**src/rtl/uart_tx.sv**
```systemverilog
// uart_tx: parameterised UART transmitter (5..8 data bits, optional parity,
// 1 or 2 stop bits). Bit timing comes from the rising edges of baud_clk.
//
// Ports:
//   clk       system clock, all state updates on its rising edge
//   rst       synchronous active-low reset
//   baud_clk  divided bit-rate clock, synchronous to clk
//   tx_data   frame payload, sampled when a frame is accepted
//   tx_valid  request to send tx_data
//   tx_ready  high while a new frame can be accepted (IDLE only)
//   tx        serial line, idle high, registered
//   busy      high from acceptance until the frame ends
//   tx_done   one-cycle pulse when the final stop bit completes
module uart_tx #(
  parameter int unsigned DATA_BITS = 8,
  parameter int unsigned PARITY    = 0,
  parameter int unsigned STOP_BITS = 1
) (
  input  logic                 clk,
  input  logic                 rst,
  input  logic                 baud_clk,
  input  logic [DATA_BITS-1:0] tx_data,
  input  logic                 tx_valid,
  output logic                 tx_ready,
  output logic                 tx,
  output logic                 busy,
  output logic                 tx_done
);

  localparam int unsigned CNT_W = $clog2(DATA_BITS + 1);

  typedef enum logic [2:0] {
    S_IDLE, S_SYNC, S_START, S_DATA, S_PARITY, S_STOP
  } state_e;

  state_e               state_q, state_d;
  logic                 baud_q;
  logic                 tick;
  logic [DATA_BITS-1:0] shift_q, shift_d;
  logic [CNT_W-1:0]     cnt_q, cnt_d;
  logic                 par_q, par_d;
  logic                 stop_q, stop_d;
  logic                 tx_q, tx_d;
  logic                 ready_q, ready_d;
  logic                 busy_q, busy_d;
  logic                 done_q, done_d;
  logic                 last_bit;
  logic                 last_stop;

  // One-cycle strobe per baud_clk rising edge.
  assign tick      = baud_clk & ~baud_q;
  assign last_bit  = (cnt_q == CNT_W'(DATA_BITS - 1));
  // stop_q marks that the first of two stop bits has already elapsed.
  assign last_stop = (STOP_BITS == 1) || stop_q;

  // State register.
  always_ff @(posedge clk) begin
    if (!rst) state_q <= S_IDLE;
    else      state_q <= state_d;
  end

  // Datapath and registered outputs; baud_q resets high so a baud_clk that
  // is already high at reset release does not look like a fresh edge.
  always_ff @(posedge clk) begin
    if (!rst) begin
      baud_q  <= 1'b1;
      shift_q <= '0;
      cnt_q   <= '0;
      par_q   <= 1'b0;
      stop_q  <= 1'b0;
      tx_q    <= 1'b1;
      ready_q <= 1'b1;
      busy_q  <= 1'b0;
      done_q  <= 1'b0;
    end else begin
      baud_q  <= baud_clk;
      shift_q <= shift_d;
      cnt_q   <= cnt_d;
      par_q   <= par_d;
      stop_q  <= stop_d;
      tx_q    <= tx_d;
      ready_q <= ready_d;
      busy_q  <= busy_d;
      done_q  <= done_d;
    end
  end

  // Next-state and datapath update. IDLE ignores tick, so a tick coincident
  // with acceptance is not consumed and SYNC waits for the following one.
  always_comb begin
    state_d = state_q;
    shift_d = shift_q;
    cnt_d   = cnt_q;
    par_d   = par_q;
    stop_d  = stop_q;
    case (state_q)
      S_IDLE: begin
        if (tx_valid) begin
          shift_d = tx_data;
          cnt_d   = '0;
          par_d   = (PARITY == 2) ? ~(^tx_data) : (^tx_data);
          stop_d  = 1'b0;
          state_d = S_SYNC;
        end
      end
      S_SYNC:   if (tick) state_d = S_START;
      S_START:  if (tick) state_d = S_DATA;
      S_DATA: begin
        if (tick) begin
          shift_d = shift_q >> 1;
          cnt_d   = cnt_q + CNT_W'(1);
          if (last_bit) state_d = (PARITY != 0) ? S_PARITY : S_STOP;
        end
      end
      S_PARITY: if (tick) state_d = S_STOP;
      S_STOP: begin
        if (tick) begin
          if (last_stop) state_d = S_IDLE;
          else           stop_d  = 1'b1;
        end
      end
      default: state_d = S_IDLE;
    endcase
  end

  // Output decode from the upcoming state so registered outputs line up
  // with the state they describe.
  always_comb begin
    tx_d    = 1'b1;
    ready_d = 1'b0;
    busy_d  = 1'b1;
    done_d  = 1'b0;
    case (state_d)
      S_IDLE: begin
        ready_d = 1'b1;
        busy_d  = 1'b0;
      end
      S_START:  tx_d = 1'b0;
      S_DATA:   tx_d = shift_d[0];
      S_PARITY: tx_d = par_d;
      default:  tx_d = 1'b1;
    endcase
    done_d = (state_q == S_STOP) && (state_d == S_IDLE);
  end

  assign tx       = tx_q;
  assign tx_ready = ready_q;
  assign busy     = busy_q;
  assign tx_done  = done_q;

endmodule
```
**config.mk**
```make
export PLATFORM = sky130hd
export DESIGN_NAME = uart_tx
export DESIGN_NICKNAME = d
export VERILOG_FILES = /design/src/rtl/uart_tx.sv
export SDC_FILE = /design/constraint.sdc
export NUM_CORES = 1
export LEC_CHECK = 0
export ABC_AREA = 0
export BUFFER_PORTS_ARGS = -buffer_cell sky130_fd_sc_hd__buf_4
export CAP_MARGIN = 20
export CORE_UTILIZATION = 53
export CTS_CLUSTER_SIZE = 30
export DETAILED_ROUTE_END_ITERATION = 7
export PLACE_DENSITY = 0.76
export SLEW_MARGIN = 25
export SYNTH_ARGS = -nofsm -noshare
export SYNTH_HDL_FRONTEND = slang
export SYNTH_SLANG_ARGS = --single-unit
```
**constraint.sdc**
```tcl
create_clock -name clk -period 1.82 [get_ports clk]
set_input_delay 0.364 -clock clk [delete_from_list [all_inputs] [get_ports clk]]
set_output_delay 0.364 -clock clk [all_outputs]
set_load 0.02 [all_outputs]
```
# After elaboration in Yosys (flattened, before gate mapping)
# Cells that the tools add are included.
# word_totals
ff_bits	21
input_bits	12
out_inout_bits	4
word_cells	49
# op_classes
addsub	1
eq_ne	11
n_mux	19
bitwise_logic	2
reduce_logical	6
# op_table
cell	count
two-way mux 3 bit	7
case mux 3 bit (6 select lines)	1
two-way mux 8 bit	2
case mux 8 bit (2 select lines)	1
== test 3 x 2 -> 1 bit (second input constant)	4
== test 3 bit (second input constant)	3
two-way mux 4 bit	2
case mux 4 bit (2 select lines)	1
parity 8 bit	1
logical NOT 3 bit	2
adder 4 x 1 -> 4 bit (second input constant)	1
== test 4 x 3 -> 1 bit (second input constant)	1
two-way mux 1 bit	4
!= test 2 bit (second input constant)	2
== test 3 x 1 -> 1 bit (second input constant)	1
case mux 1 bit (3 select lines)	1
AND reduction 3 bit	1
nonzero test 2 bit	1
bitwise AND 1 bit	1
logical AND 1 bit	1
NOT 1 bit	1

# Logic depth before layout (Yosys ltp)
# depth
ltp_word	6
mapped_depth	6
depth_no_buf	6

# Worst setup path before layout
# No wires, ideal clock.
# synth_path
kind	register to register
startpoint	register state_q[0]
endpoint	register tx_q (netlist: tx)
setup_ns	0.117
t_arrival_ns	1.266
t_required_ns	1.703
setup_slack_ns	0.437
path_stages_with_launch	7
path_buffers	1
period_less_slack_ns	1.383
cell_sequence	dfxtp_1 > buf_2 > nor4b_4 > a41oi_4 > nand2_1 > nand3_1 > o22a_1
# synth_between
elab_chain_cells	5
elab_cells_between_ends	20
cone_classes	eq/ne: 8; mux: 11; reduce/logical: 1
# synth_lines
item	line	text
start: declaration	36	state_e state_q, state_d;
start signal: assignment	59	else state_q <= state_d;
two-way mux 3 bit	112	if (last_bit) state_d = (PARITY != 0) ? S_PARITY : S_STOP;
two-way mux 3 bit	109	if (tick) begin
case mux 3 bit (6 select lines)	96	case (state_q)
== test 3 bit / == test 3 x 2 -> 1 bit (equally long branches)	133	case (state_d)
case mux 1 bit (3 select lines) *	133	
end signal: assignment	81	tx_q <= tx_d;
end: declaration	43	logic tx_q, tx_d;
# Every way passes the cells marked *; elsewhere a longest branch is shown, timed or not.
# A chain may end at the register's enable or synchronous reset.

# Final worst setup path
# layout_path
startpoint	register state_q[1]
endpoint	register cnt_q[3]
# layout_between
elab_chain_cells	3
elab_cells_between_ends	7
cone_classes	eq/ne: 3; mux: 1; reduce/logical: 3
# layout_lines
item	line	text
== test 3 x 2 -> 1 bit / logical NOT 3 bit (equally long branches)	96	
!= test 2 bit (no source line) / nonzero test 2 bit (equally long branches)	--	
AND reduction 3 bit (no source line)	--	
end signal: assignment	78	cnt_q <= cnt_d;
end: declaration	40	logic [CNT_W-1:0] cnt_q, cnt_d;
# Parallel ways exist; a longest one is shown, timed or not.

==> impl_metrics.tcl <==
set metrics [dict create \
    final_cell_mix "21 x dfxtp_1, 18 x buf_4, 12 x nor2_1, 11 x a21oi_1, 10 x nand2_1" \
    ys_types 34 \
    ys_ff_latch 21 \
    port_buffers 15 \
    grt_pass1_wl_um 2880 \
    grt_overflow 0 \
    ff2ff_path_depth 5 \
    finalCritPeriodShare_pct 86.1 \
    synth_fp_nets 121 \
    ys.warnings.count 0 \
    diodes 0 \
    nNetsFinal 140 \
    htree_num_levels 1 \
    rsz0062_at_grt "no" \
    worst_slew_pin_slew_ns 0.424 \
    ioPinCount 16 \
    cts_setup_buffers 0 \
    fin_tns_setup_ns 0 \
    layout_min_cycle_time_ns 1.57 \
    fin_area_um2 1150 \
    p_comb_share_pct 16.8 \
    cts_buffers 3 \
    whs_endpoint "baud_q$_SDFF_PN1_" \
    place_hpwl_um 1350 \
    status "finished, final reports clean" \
    cts.sinks 21 \
    root_buffer "clkbuf_4" \
    reg2reg_to "cnt_q[3]$_SDFFE_PN0P_" \
    p_clk_share_pct 25.9 \
    crit_type "reg -> reg" \
    synth-async-reset-ratio_pct 0 \
    final.setup_skew_ns 0.000750 \
    intPower_mw 0.640 \
    wl_per_cell_um 12.1 \
    syn_inst 108 \
    die_w_um 45.1 \
    critPathSlowestCell "dfxtp_1" \
    syn_to_final_growth_pct 16.9 \
    holdPathStages 2 \
    vias 796 \
    avgViaCountPerCell 5.27 \
    seq_power_share_pct 57.3 \
    p_leak_nw 0.446 \
    rows 15 \
    drt_first_pass_iters 7 \
    ys_seq_area_share_pct 42.7 \
    finalPower_mw 0.870 \
    p_sw_mw 0.231 \
    dp.cells 147 \
    syn_area_um2 985 \
    coreArea_um2 1730 \
    die_y_um 45.1 \
    ctsResizeCount 0 \
    cts.reportedPaths.clkPinSlew_ns 0.12 \
    insertion_delay_ns 0.30 \
    hold_class "in -> reg" \
    ant_nets 0 \
    worst_ep_required_time_ns 2.03 \
    power_density_nw_per_um2 756 \
    place_area_um2 1120 \
    r2r-start "state_q[1]$_SDFF_PN0_" \
    switching_share_pct 26.5 \
    dr.first_iter.drc_count 9 \
    maxCapViolations 0 \
    start_util_pct 57.0 \
    endpoint_kind "flop" \
    layout_commonest_cell "dfxtp_1" \
    finalHoldViolCount 0 \
    worst_ir_drop_vdd_uv 467 \
    grt_pass1_vias 708 \
    instances_no_fill 151 \
    crit_chain "nand3b_1 -> nor2_4 -> nand4_1 -> xor2_1 -> nor2_1" \
    synth.avg_cell_area_um2 9.12 \
    critPathMaxStageDelay_ns 0.60 \
    max_freq_mhz 638 \
    worstPathArrival_ns 1.78 \
    synth_edf_count 0 \
    setup_violations 0 \
    r2r_setup_slack_ns 0.25 \
    path_max_fanout 10 \
    track_usage_pct 19.3 \
    drc 0 \
    report.final.slew_viol_count 0 \
    grt_max_degree 13 \
    cts_buffer_depth 2 \
    tritoncts "yes" \
    cp-start-kind "flop" \
    worstHoldStart "rst" \
    cts_hold_buf 0 \
    holdWs_ns 0.270 \
    drive_above_1_share_pct 20.6 \
    slew-limit-headroom_pct 71.7 \
    synth_ff_type "dfxtp_1" \
    die_area_um2 2030 \
    gp_congestion 0.828 \
    grt_antenna_before_repair 0 \
    drt_wl_total_um 1820 \
]
## worst max-delay path, delay by kind of cell, from the launching register on
family                    cells  cell delay [ns]
and+or+nand+nor               4             0.72
DFF                           1             0.60
xor gates and xnor gates      1             0.15
## per-stage QoR
step / worst slack (ns) / util (%)
after global routing: 0.183 / 66.7
final: 0.253 / 66.7
after CTS: 0.257 / 66.7
after global placement: 0.365 / 65.1
after floorplan: 0.437 / -
after detailed placement: 0.306 / 65.1
## layer usage
layer  wire length (µm)  GRT usage, %  vias to the layer above  share of wire [%]
met5                  0             0                        -                  0
met4                 23          7.27                        0                1.3
met3                 69          2.40                        4                3.8
met2                895          34.8                       20                 49
met1                833          23.1                      364                 46
li1                   -             -                      408                  -
## flip-flops by register name, summed over array words and instances, names as in the netlist
name and cells:
busy 1, baud_q 1, shift_q 8, cnt_q 4, par_q 1, tx_ready 1
tx_done 1, state_q 3, tx 1
## how the worst max path moves through the flow
stage / depth (start not counted) / slack (ns) / start / endpoint
floorplan: 6 / 0.44 / state_q[0]$_SDFF_PN0_ / tx$_SDFF_PN1_
global placement: 5 / 0.37 / state_q[1]$_SDFF_PN0_ / cnt_q[3]$_SDFFE_PN0P_
detailed placement: 5 / 0.31 / state_q[1]$_SDFF_PN0_ / cnt_q[3]$_SDFFE_PN0P_
CTS: 5 / 0.26 / state_q[1]$_SDFF_PN0_ / cnt_q[3]$_SDFFE_PN0P_
global route: 5 / 0.18 / state_q[1]$_SDFF_PN0_ / cnt_q[3]$_SDFFE_PN0P_
finish: 5 / 0.25 / state_q[1]$_SDFF_PN0_ / cnt_q[3]$_SDFFE_PN0P_
## logic make-up after synthesis
group / Yosys count / synth area share (%)
flip-flops: 21 / 42.7
adder cells (fa/ha/maj): 2 / 2.29
AND/OR/NAND/NOR: 45 / 26.6
XOR/XNOR: 9 / 8.01
AO/OA/AOI/OAI: 22 / 15.8
buffers and inverters: 9 / 4.70
## synthesized netlist by cell type, types with 2 or more instances
master	n	area (µm²)
and2_1	3	18.8
dfxtp_1	21	420
nand2_1	10	37.5
nor3_1	3	15.0
nor2_1	12	45.0
xor2_1	2	17.5
xnor2_1	7	61.3
a22oi_1	6	45.0
nand3b_1	2	15.0
nor3b_1	2	15.0
nand2b_1	3	18.8
a21oi_1	11	55.1
inv_1	5	18.8
## power by group through the flow
stage / Clock [mW] / Sequential [mW] / Combinational [mW]
after detailed placement: 0 / 0.509 / 0.146
after CTS: 0.225 / 0.499 / 0.147
final: 0.225 / 0.499 / 0.146
after global routing: 0.241 / 0.502 / 0.161
after floorplan: 0 / 0.506 / 0.0984
after global placement: 0 / 0.508 / 0.143
## area by class of cell
class	instances	area [µm²]
tap	25	31.3
sequential	21	420
clock inverter	1	5.00
multi-input combinational	78	518
clock buffer	3	22.5
fill	157	576
inverter	5	18.8
timing repair buffer	18	135
No activity file was read; power rests on OpenSTA's default activity.
